<file path="src/rtl/dbgmon_pkg.sv">
// dbgmon_pkg: shared types and index-mapping helpers for the register-file debug monitor.
package dbgmon_pkg;
  localparam int DEF_DATA_W = 32;
  localparam int DEF_DISP_W = 16;
  localparam int NPAGES = DEF_DATA_W / DEF_DISP_W;
  localparam int PAGE_W = $clog2(NPAGES) + 1;
  typedef enum logic {MANUAL, AUTO} idx_mode_e;
  function automatic int sel_to_idx(input logic [31:0] s, input int n, input int base, input int dflt);
    sel_to_idx = dflt;
    for (int i = n - 1; i >= 0; i--) if (s[i]) sel_to_idx = base + i;
  endfunction
  function automatic int next_scan_idx(input int idx, input int n, input int base, input int dflt);
    return (idx >= base && idx < base + n - 1) ? idx + 1 : (idx == base + n - 1) ? dflt : base;
  endfunction
endpackage

</file>
<file path="src/rtl/regfile_debug_monitor_sync2.sv">
// sync2: width-parametrised two-flop synchroniser with synchronous reset.
module sync2 #(
  parameter int W = 1
) (
  input  logic         clk,
  input  logic         rst,
  input  logic [W-1:0] d_i,
  output logic [W-1:0] q_o
);
  logic [W-1:0] s1_q;
  always_ff @(posedge clk)
    if (rst) {q_o, s1_q} <= '0;
    else     {q_o, s1_q} <= {s1_q, d_i};
endmodule

</file>
<file path="src/rtl/regfile_debug_monitor.sv">
// regfile_debug_monitor: synchronised, paged, freezable viewer of one register-file entry.
module regfile_debug_monitor #(
  parameter int DATA_W      = dbgmon_pkg::DEF_DATA_W,
  parameter int DISP_W      = dbgmon_pkg::DEF_DISP_W,
  parameter int ADDR_W      = 5,
  parameter int NUM_SEL     = 10,
  parameter int SEL_BASE    = 20,
  parameter int DEFAULT_REG = 31,
  parameter int SCAN_DIV    = 50_000_000
) (
  input  logic                               clk,
  input  logic                               rst,
  input  logic [NUM_SEL-1:0]                 sel,
  input  logic                               mode_auto,
  input  logic                               page_btn,
  input  logic                               freeze,
  output logic [ADDR_W-1:0]                  rf_addr,
  input  logic [DATA_W-1:0]                  rf_data,
  output logic [DISP_W-1:0]                  res,
  output logic [ADDR_W-1:0]                  cur_idx,
  output logic [$clog2(DATA_W/DISP_W):0]     page,
  output logic                               changed
);
  import dbgmon_pkg::*;
  localparam int NP = DATA_W / DISP_W;
  localparam int PW = $clog2(NP) + 1;
  localparam int CW = $clog2(SCAN_DIV);
  logic [NUM_SEL-1:0] sel_s2;
  logic mode_s2, btn_s2, frz_s2;
  sync2 #(.W(NUM_SEL + 3)) u_sync (
    .clk (clk),
    .rst (rst),
    .d_i ({sel, mode_auto, page_btn, freeze}),
    .q_o ({sel_s2, mode_s2, btn_s2, frz_s2})
  );
  idx_mode_e state_q, state_d;
  logic [CW-1:0] cnt_q, cnt_d;
  logic [ADDR_W-1:0] addr_q, addr_d, cur_q, cur_d;
  logic [DATA_W-1:0] snap_q, snap_d;
  logic [PW-1:0] page_q, page_d;
  logic btn_q, chg_q, chg_d, wrap;
  always_comb begin
    state_d = mode_s2 ? AUTO : MANUAL;
    wrap = cnt_q == CW'(SCAN_DIV - 1);
    cnt_d = (mode_s2 && state_q == AUTO && !wrap) ? cnt_q + 1'b1 : '0;
    addr_d = !mode_s2 ? ADDR_W'(sel_to_idx(32'(sel_s2), NUM_SEL, SEL_BASE, DEFAULT_REG)) :
             (state_q == AUTO && wrap) ? ADDR_W'(next_scan_idx(int'(addr_q), NUM_SEL, SEL_BASE, DEFAULT_REG)) :
             addr_q;
    snap_d = frz_s2 ? snap_q : rf_data;
    cur_d = frz_s2 ? cur_q : addr_q;
    // same register: sticky set on a data difference; different register: clear
    chg_d = frz_s2 ? chg_q : (addr_q == cur_q) && (chg_q || rf_data != snap_q);
    page_d = (btn_s2 && !btn_q) ? ((page_q == PW'(NP - 1)) ? '0 : page_q + 1'b1) : page_q;
  end
  always_ff @(posedge clk) begin
    if (rst) begin
      state_q <= MANUAL;
      cnt_q <= '0;
      addr_q <= ADDR_W'(DEFAULT_REG);
      cur_q <= ADDR_W'(DEFAULT_REG);
      snap_q <= '0;
      page_q <= '0;
      btn_q <= 1'b0;
      chg_q <= 1'b0;
    end else begin
      state_q <= state_d;
      cnt_q <= cnt_d;
      addr_q <= addr_d;
      cur_q <= cur_d;
      snap_q <= snap_d;
      page_q <= page_d;
      btn_q <= btn_s2;
      chg_q <= chg_d;
    end
  end
  assign rf_addr = addr_q;
  assign cur_idx = cur_q;
  assign page = page_q;
  assign changed = chg_q;
  assign res = DISP_W'(snap_q >> (page_q * DISP_W));
endmodule
</file>
<file path="config.mk">
export PLATFORM = sky130hd
export DESIGN_NAME = regfile_debug_monitor
export DESIGN_NICKNAME = d
export VERILOG_FILES = /design/src/rtl/dbgmon_pkg.sv /design/src/rtl/regfile_debug_monitor_sync2.sv /design/src/rtl/regfile_debug_monitor.sv
export SDC_FILE = /design/constraint.sdc
export NUM_CORES = 1
export LEC_CHECK = 0
export ABC_AREA = 1
export BUFFER_PORTS_ARGS = -buffer_cell sky130_fd_sc_hd__buf_2
export CAP_MARGIN = 20
export CORE_MARGIN = 5
export CORE_UTILIZATION = 56
export DETAILED_ROUTE_END_ITERATION = 8
export PLACE_DENSITY = 0.79
export SLEW_MARGIN = 20
export SYNTH_ARGS = -nofsm -noshare
export SYNTH_HDL_FRONTEND = slang
export SYNTH_HIERARCHICAL = 1
export SYNTH_SLANG_ARGS = --single-unit
</file>
<file path="constraint.sdc">
create_clock -name clk -period 2.1 [get_ports clk]
set_input_delay 0.525 -clock clk [delete_from_list [all_inputs] [get_ports clk]]
set_output_delay 0.525 -clock clk [all_outputs]
set_load 0.005 [all_outputs]
</file>
# Word-level counts from Yosys, hierarchy flattened
# Index checks and enable logic that the tools add are counted.
# Widths: inputs -> output; s select.
[totals] reg_bits=99 inputBits=47 output_inout_bits=29 wordCells=49
[classes] n_addsub=3 magnitude_cmp=2 n_eq_ne=6 n_shift=1 muxes=16 n_bitwise=1 reduce_logical=10
[ops] cell="$mux 5" n=10
[ops] cell="$ne 32x32->1" n=1
[ops] cell="$shr 32x6->16" n=1
[ops] cell="$add 26x1->26 const B" n=1
[ops] cell="$eq 26x26->1 const B" n=1
[ops] cell="$logic_and 1x1->1" n=6
[ops] cell="$mux 2" n=3
[ops] cell="$add 5x1->5 const B" n=1
[ops] cell="$eq 5x3->1 const B" n=1
[ops] cell="$eq 5x5->1" n=1
[ops] cell="$ge 5x5->1 const B" n=1
[ops] cell="$lt 5x5->1 const B" n=1
[ops] cell="$mux 4" n=1
[ops] cell="$mux 3" n=1
[ops] cell="$add 2x1->2 const B" n=1
[ops] cell="$eq 2x1->1 const B" n=1
[ops] cell="$logic_not 1->1" n=2
[ops] cell="$ne 2x2->1 const B" n=1
[ops] cell="$reduce_or 2->1" n=1
[ops] cell="$logic_or 1x1->1" n=1
[ops] cell="$mux 1" n=1
[ops] cell="$not 1->1" n=1

# Depth between registers and ports, before layout
[logic_depth] depth_word=11 depth_mapped=10 depth_no_buf=10

# By module
# The synthesis kept the hierarchy.
[by_module_without_submodules] module="regfile_debug_monitor" n_inst=1 cells_each=573 area_each_um2=3962.6 seq_area_each_um2=1461.4
[by_module_without_submodules] module="sync2" n_inst=1 cells_each=81 area_each_um2=752.0 seq_area_each_um2=520.5

# Worst setup path before layout
# Ideal clock, no wire load.
[synth_path] path_kind="register to register" startpoint="register cnt_q[0]" endpoint="register cnt_q[12]" setup_ns=0.121 arrival_time_ns=1.396 t_required_ns=1.979 slack_ns=0.583 path_stages_with_launch=10 path_buffers=1 period_less_slack_ns=1.517 cell_sequence="dfxtp_1 ha_1 nand2_1 nor2_4 nand3_4 nor3_2 nand2_1 nand3_2 buf_6 nor3_1"
[synth_via] elab_chain_len=5 word_cells_on_any_way=6 cone_classes="add/sub: 1; eq/ne: 1; bitwise: 1; reduce/logical: 3"
[synth_lines] element="start: declaration" line="regfile_debug_monitor.sv:37" source="logic [CW-1:0] cnt_q, cnt_d;"
[synth_lines] element="start signal: assignment" line="regfile_debug_monitor.sv:67" source="cnt_q <= cnt_d;"
[synth_lines] element="parallel branches: the longest is 5 deep, another holds $add 26x1->26"
# Several ways; the timed one is not identified.
# A chain may end at the register's enable or synchronous reset.

# Final worst setup path
[layout_path] startpoint="register page_q[1], in the netlist page[1]" endpoint="output port res[2]"
[layout_via] elab_chain_len=1
[layout_lines] element="start: declaration" line="regfile_debug_monitor.sv:40" source="logic [PW-1:0] page_q, page_d;"
[layout_lines] element="start signal: assignment" line="regfile_debug_monitor.sv:71" source="page_q <= page_d;"
[layout_lines] element="$shr 32x6->16" line="regfile_debug_monitor.sv:80" source="assign res = DISP_W'(snap_q >> (page_q * DISP_W));"
[layout_lines] element="end: declaration" line="regfile_debug_monitor.sv:19" source="output logic [DISP_W-1:0] res,"
# No other way between the ends.

==> results.sh <==
export IMPL_wirelength_met1_um=4388
export IMPL_fmax_ghz=0.5145
export IMPL_ctsRootBufferMaster="clkbuf_8"
export IMPL_start_util_pct=57.38
export IMPL_clk_pin_slew_ns=0.12
export IMPL_reg2reg_slack_ns=0.28
export IMPL_r2r_end="cnt_q[21]$_SDFF_PP0_"
export IMPL_timing_setup_tns_ns=0
export IMPL_utilization_pct=65.07
export IMPL_drc=0
export IMPL_clock_sinks=99
export IMPL_worst_slew_pin_slew_ns=0.6799
export IMPL_ys_ff_latch=99
export IMPL_wl_met2_um=4879
export IMPL_cts_tree="done"
export IMPL_post_cts_repair_setup_buffers=0
export IMPL_wl_met3_um=635
export IMPL_antenna_found_initial=0
export IMPL_crit_cells=4
export IMPL_yosysWarnings=6
export IMPL_dp_cells=815
export IMPL_layout_cells_non_filler=831
export IMPL_drt_total_wl_um=10090
export IMPL_status="complete, no violations"
export IMPL_critPathMaxStageDelay_ns=0.40
export IMPL_ctsHoldBuffers=0
export IMPL_drt_iter0_drc=219
export IMPL_dieArea_um2=10350
export IMPL_first_pass_iters=4
export IMPL_worst_path_buf_inv=2
export IMPL_yosys_cell_types_count=38
export IMPL_coreArea_um2=8217
export IMPL_fin_ws_ns=0.1562
export IMPL_syn_inst=654
export IMPL_die_h_um=101.8
export IMPL_nets=772
export IMPL_slew_headroom_pct=54.62
export IMPL_cap_violations=0
export IMPL_h_tree_depth=3
export IMPL_crit_required_ns=1.57
export IMPL_mappedNetlistArea_um2=4715
export IMPL_num_rows=33
export IMPL_holdCritPathClass="in -> reg"
export IMPL_grt_pass1_wl_um=16880
export IMPL_area_delta_synth_final_pct=13.40
export IMPL_clock_latency_ns=0.37
export IMPL_cp_arrival_ns=1.42
export IMPL_setup_viol=0
export IMPL_ant_nets=0
export IMPL_synth_edf_count=0
export IMPL_hold_depth=3
export IMPL_routedWlPerCell_um=12.14
export IMPL_antenna_cells=0
export IMPL_synth_area_leaders="dfxtp_1, nor2_1, nand2_1, inv_1, o21ai_0"
export IMPL_overflow=0
export IMPL_finalCritPeriodShare_pct=92.56
export IMPL_die_x_um=101.8
export IMPL_dp_final_hpwl_um=7405
export IMPL_critPathMaxFanout=17
export IMPL_post_place_ws_ns=0.2859
export IMPL_crit_path_start_kind="flop"
export IMPL_r2r_cells=8
export IMPL_synth_area_per_cell_um2=7.209
export IMPL_yosys_area_top_type="dfxtp_1"
export IMPL_timing_final_crit_period_ns=1.944
export IMPL_grt_pass1_vias=3957
export IMPL_slew_viol_final=0
export IMPL_worstSetupEndpointType="output port"
export IMPL_drive_gt1_share_pct=16.25
export IMPL_rsz0062_at_grt="false"
export IMPL_io_pins=76
export IMPL_crit_family="buffers and inverters"
export IMPL_power_density_nw_per_um2=697.3
export IMPL_ir_drop_mv=0.3640
export IMPL_vias_per_cell=5.051
export IMPL_critPathLaunch="page[1]$_SDFFE_PP0P_"
export IMPL_finalClockSkew_ns=0.01753
export IMPL_vias=4197
export IMPL_p_leak_nw=2.394
export IMPL_grt_max_degree=46
export IMPL_ys_flop_type="dfxtp_1"
export IMPL_cts_buffers=9
export IMPL_r2r_start="cnt_q[0]$_SDFF_PP0_"
export IMPL_cp_slowest_cell="dfxtp_1"
export IMPL_synth_top_area_share_pct=42.04
export IMPL_placement_io_buffers=75
export IMPL_synth_net_count=705
export IMPL_cts_buffer_depth=2
export IMPL_highest_layer="met4"
export IMPL_path_class="reg -> out"
export IMPL_gp_congestion=0.8813
export IMPL_hold_viol_final=0
export IMPL_cp_cell_sequence="clkinvlp_4 > o21ai_1 > a21oi_1 > buf_2"
export IMPL_endpoint="res[2]"
export IMPL_groute_usage_overall_pct=20.03
export IMPL_yosysSeqAreaShare_pct=42.04
export IMPL_async_flop_share_pct=0
==> cell type report <==
| class | count | area [um2] |
|---|---|---|
| Tap cell | 105 | 131.4 |
| Timing Repair Buffer | 79 | 405.4 |
| Clock inverter | 7 | 91.34 |
| Clock buffer | 9 | 123.9 |
| Sequential cell | 99 | 1982 |
| Fill cell | 746 | 2870 |
| Multi-Input combinational cell | 439 | 2258 |
| Inverter | 93 | 354.1 |
==> cells by family after synthesis <==
| family | count (synthesis) | share of synthesized area, % |
|---|---|---|
| AOI/OAI and AO/OA | 112 | 12.34 |
| xor gates and xnor gates | 39 | 7.245 |
| adders and majority gates | 4 | 1.062 |
| buffers and inverters | 116 | 10.06 |
| DFF | 99 | 42.04 |
| and+or+nand+nor | 284 | 27.26 |
==> how the worst min path moves through the flow <==
stage	from	to	slack, ns
after global placement	u_sync/s1_q[7]$_SDFF_PP0_	u_sync/q_o[7]$_SDFF_PP0_	0.39
final	sel[8]	u_sync/s1_q[11]$_SDFF_PP0_	0.34
after global routing	sel[2]	u_sync/s1_q[5]$_SDFF_PP0_	0.33
after floorplan	u_sync/s1_q[0]$_SDFF_PP0_	u_sync/q_o[0]$_SDFF_PP0_	0.39
after CTS	sel[8]	u_sync/s1_q[11]$_SDFF_PP0_	0.34
after detailed placement	u_sync/s1_q[7]$_SDFF_PP0_	u_sync/q_o[7]$_SDFF_PP0_	0.40
==> worst min-delay path: cells and delay by family <==
kind	cells	cell delay, ns
AND/OR/NAND/NOR	1	0.03
buffers and inverters	2	0.13
==> through the flow <==
stage / area [um2] / hold WS (ns) / power, mW
3_3_place_gp: 5126 / 0.3929 / 2.511
4_1_cts: 5343 / 0.3361 / 3.755
5_1_grt: 5346 / 0.3337 / 3.924
6_report: 5346 / 0.3428 / 3.728
3_5_place_dp: 5126 / 0.3965 / 2.530
2_1_floorplan: 4715 / 0.3883 / 2.359
==> cell usage in the layout, fill, tap and decap left out, types with 3 or more instances in the layout <==
cell	instances
o21ai_0	59
nor2_1	114
a21oi_1	43
xor2_1	11
nor3_1	18
nand4_1	8
buf_4	4
buf_2	75
nand2_1	98
nand3_1	21
nor3b_1	3
ha_1	4
clkinv_8	3
nor3_2	3
xnor2_1	28
a31oi_1	3
nor2_4	3
dfxtp_1	99
inv_1	90
clkbuf_8	9
==> repair_timing <==
action / 4_1_cts / 5_1_grt
endpoints found under the setup margin: 6 / 15
hold endpoints to repair: 0 / 0
resized for setup: 1 / 2
==> layer usage <==
metal	vias to the layer above	GRT usage [%]
met1	1888	23.79
li1	2184	-
met2	111	35.81
met5	-	0
met3	14	3.581
met4	0	7.669
==> synth_stat cells (3+ instances only) <==
cell and n:
nor2_4 3, clkbuf_1 17, o21ai_0 60, xor2_1 11
xnor2_1 28, a21oi_1 43, dfxtp_1 99, inv_1 91
nor2_1 114, nor3b_1 3, ha_1 4, nor3_1 18
nand4_1 8, nand2_1 98, a31oi_1 3, buf_6 5
nand3_1 21, nor3_2 3
==> sequential cells by signal, indices dropped and copies added, names as in the netlist <==
| signal | cells |
|---|---|
| btn_q | 1 |
| page | 2 |
| changed | 1 |
| state_q | 1 |
| u_sync/s1_q | 13 |
| cur_idx | 5 |
| snap_q | 32 |
| cnt_q | 26 |
| rf_addr | 5 |
| u_sync/q_o | 13 |
==> report_power, final <==
group          internal (mW)  switching [mW]  total, mW
clock network          0.487           0.757       1.24
registers               1.96          0.0712       2.03
logic                  0.206           0.245      0.451
total                   2.66            1.07       3.73
No activity file was read; power rests on OpenSTA's default activity.
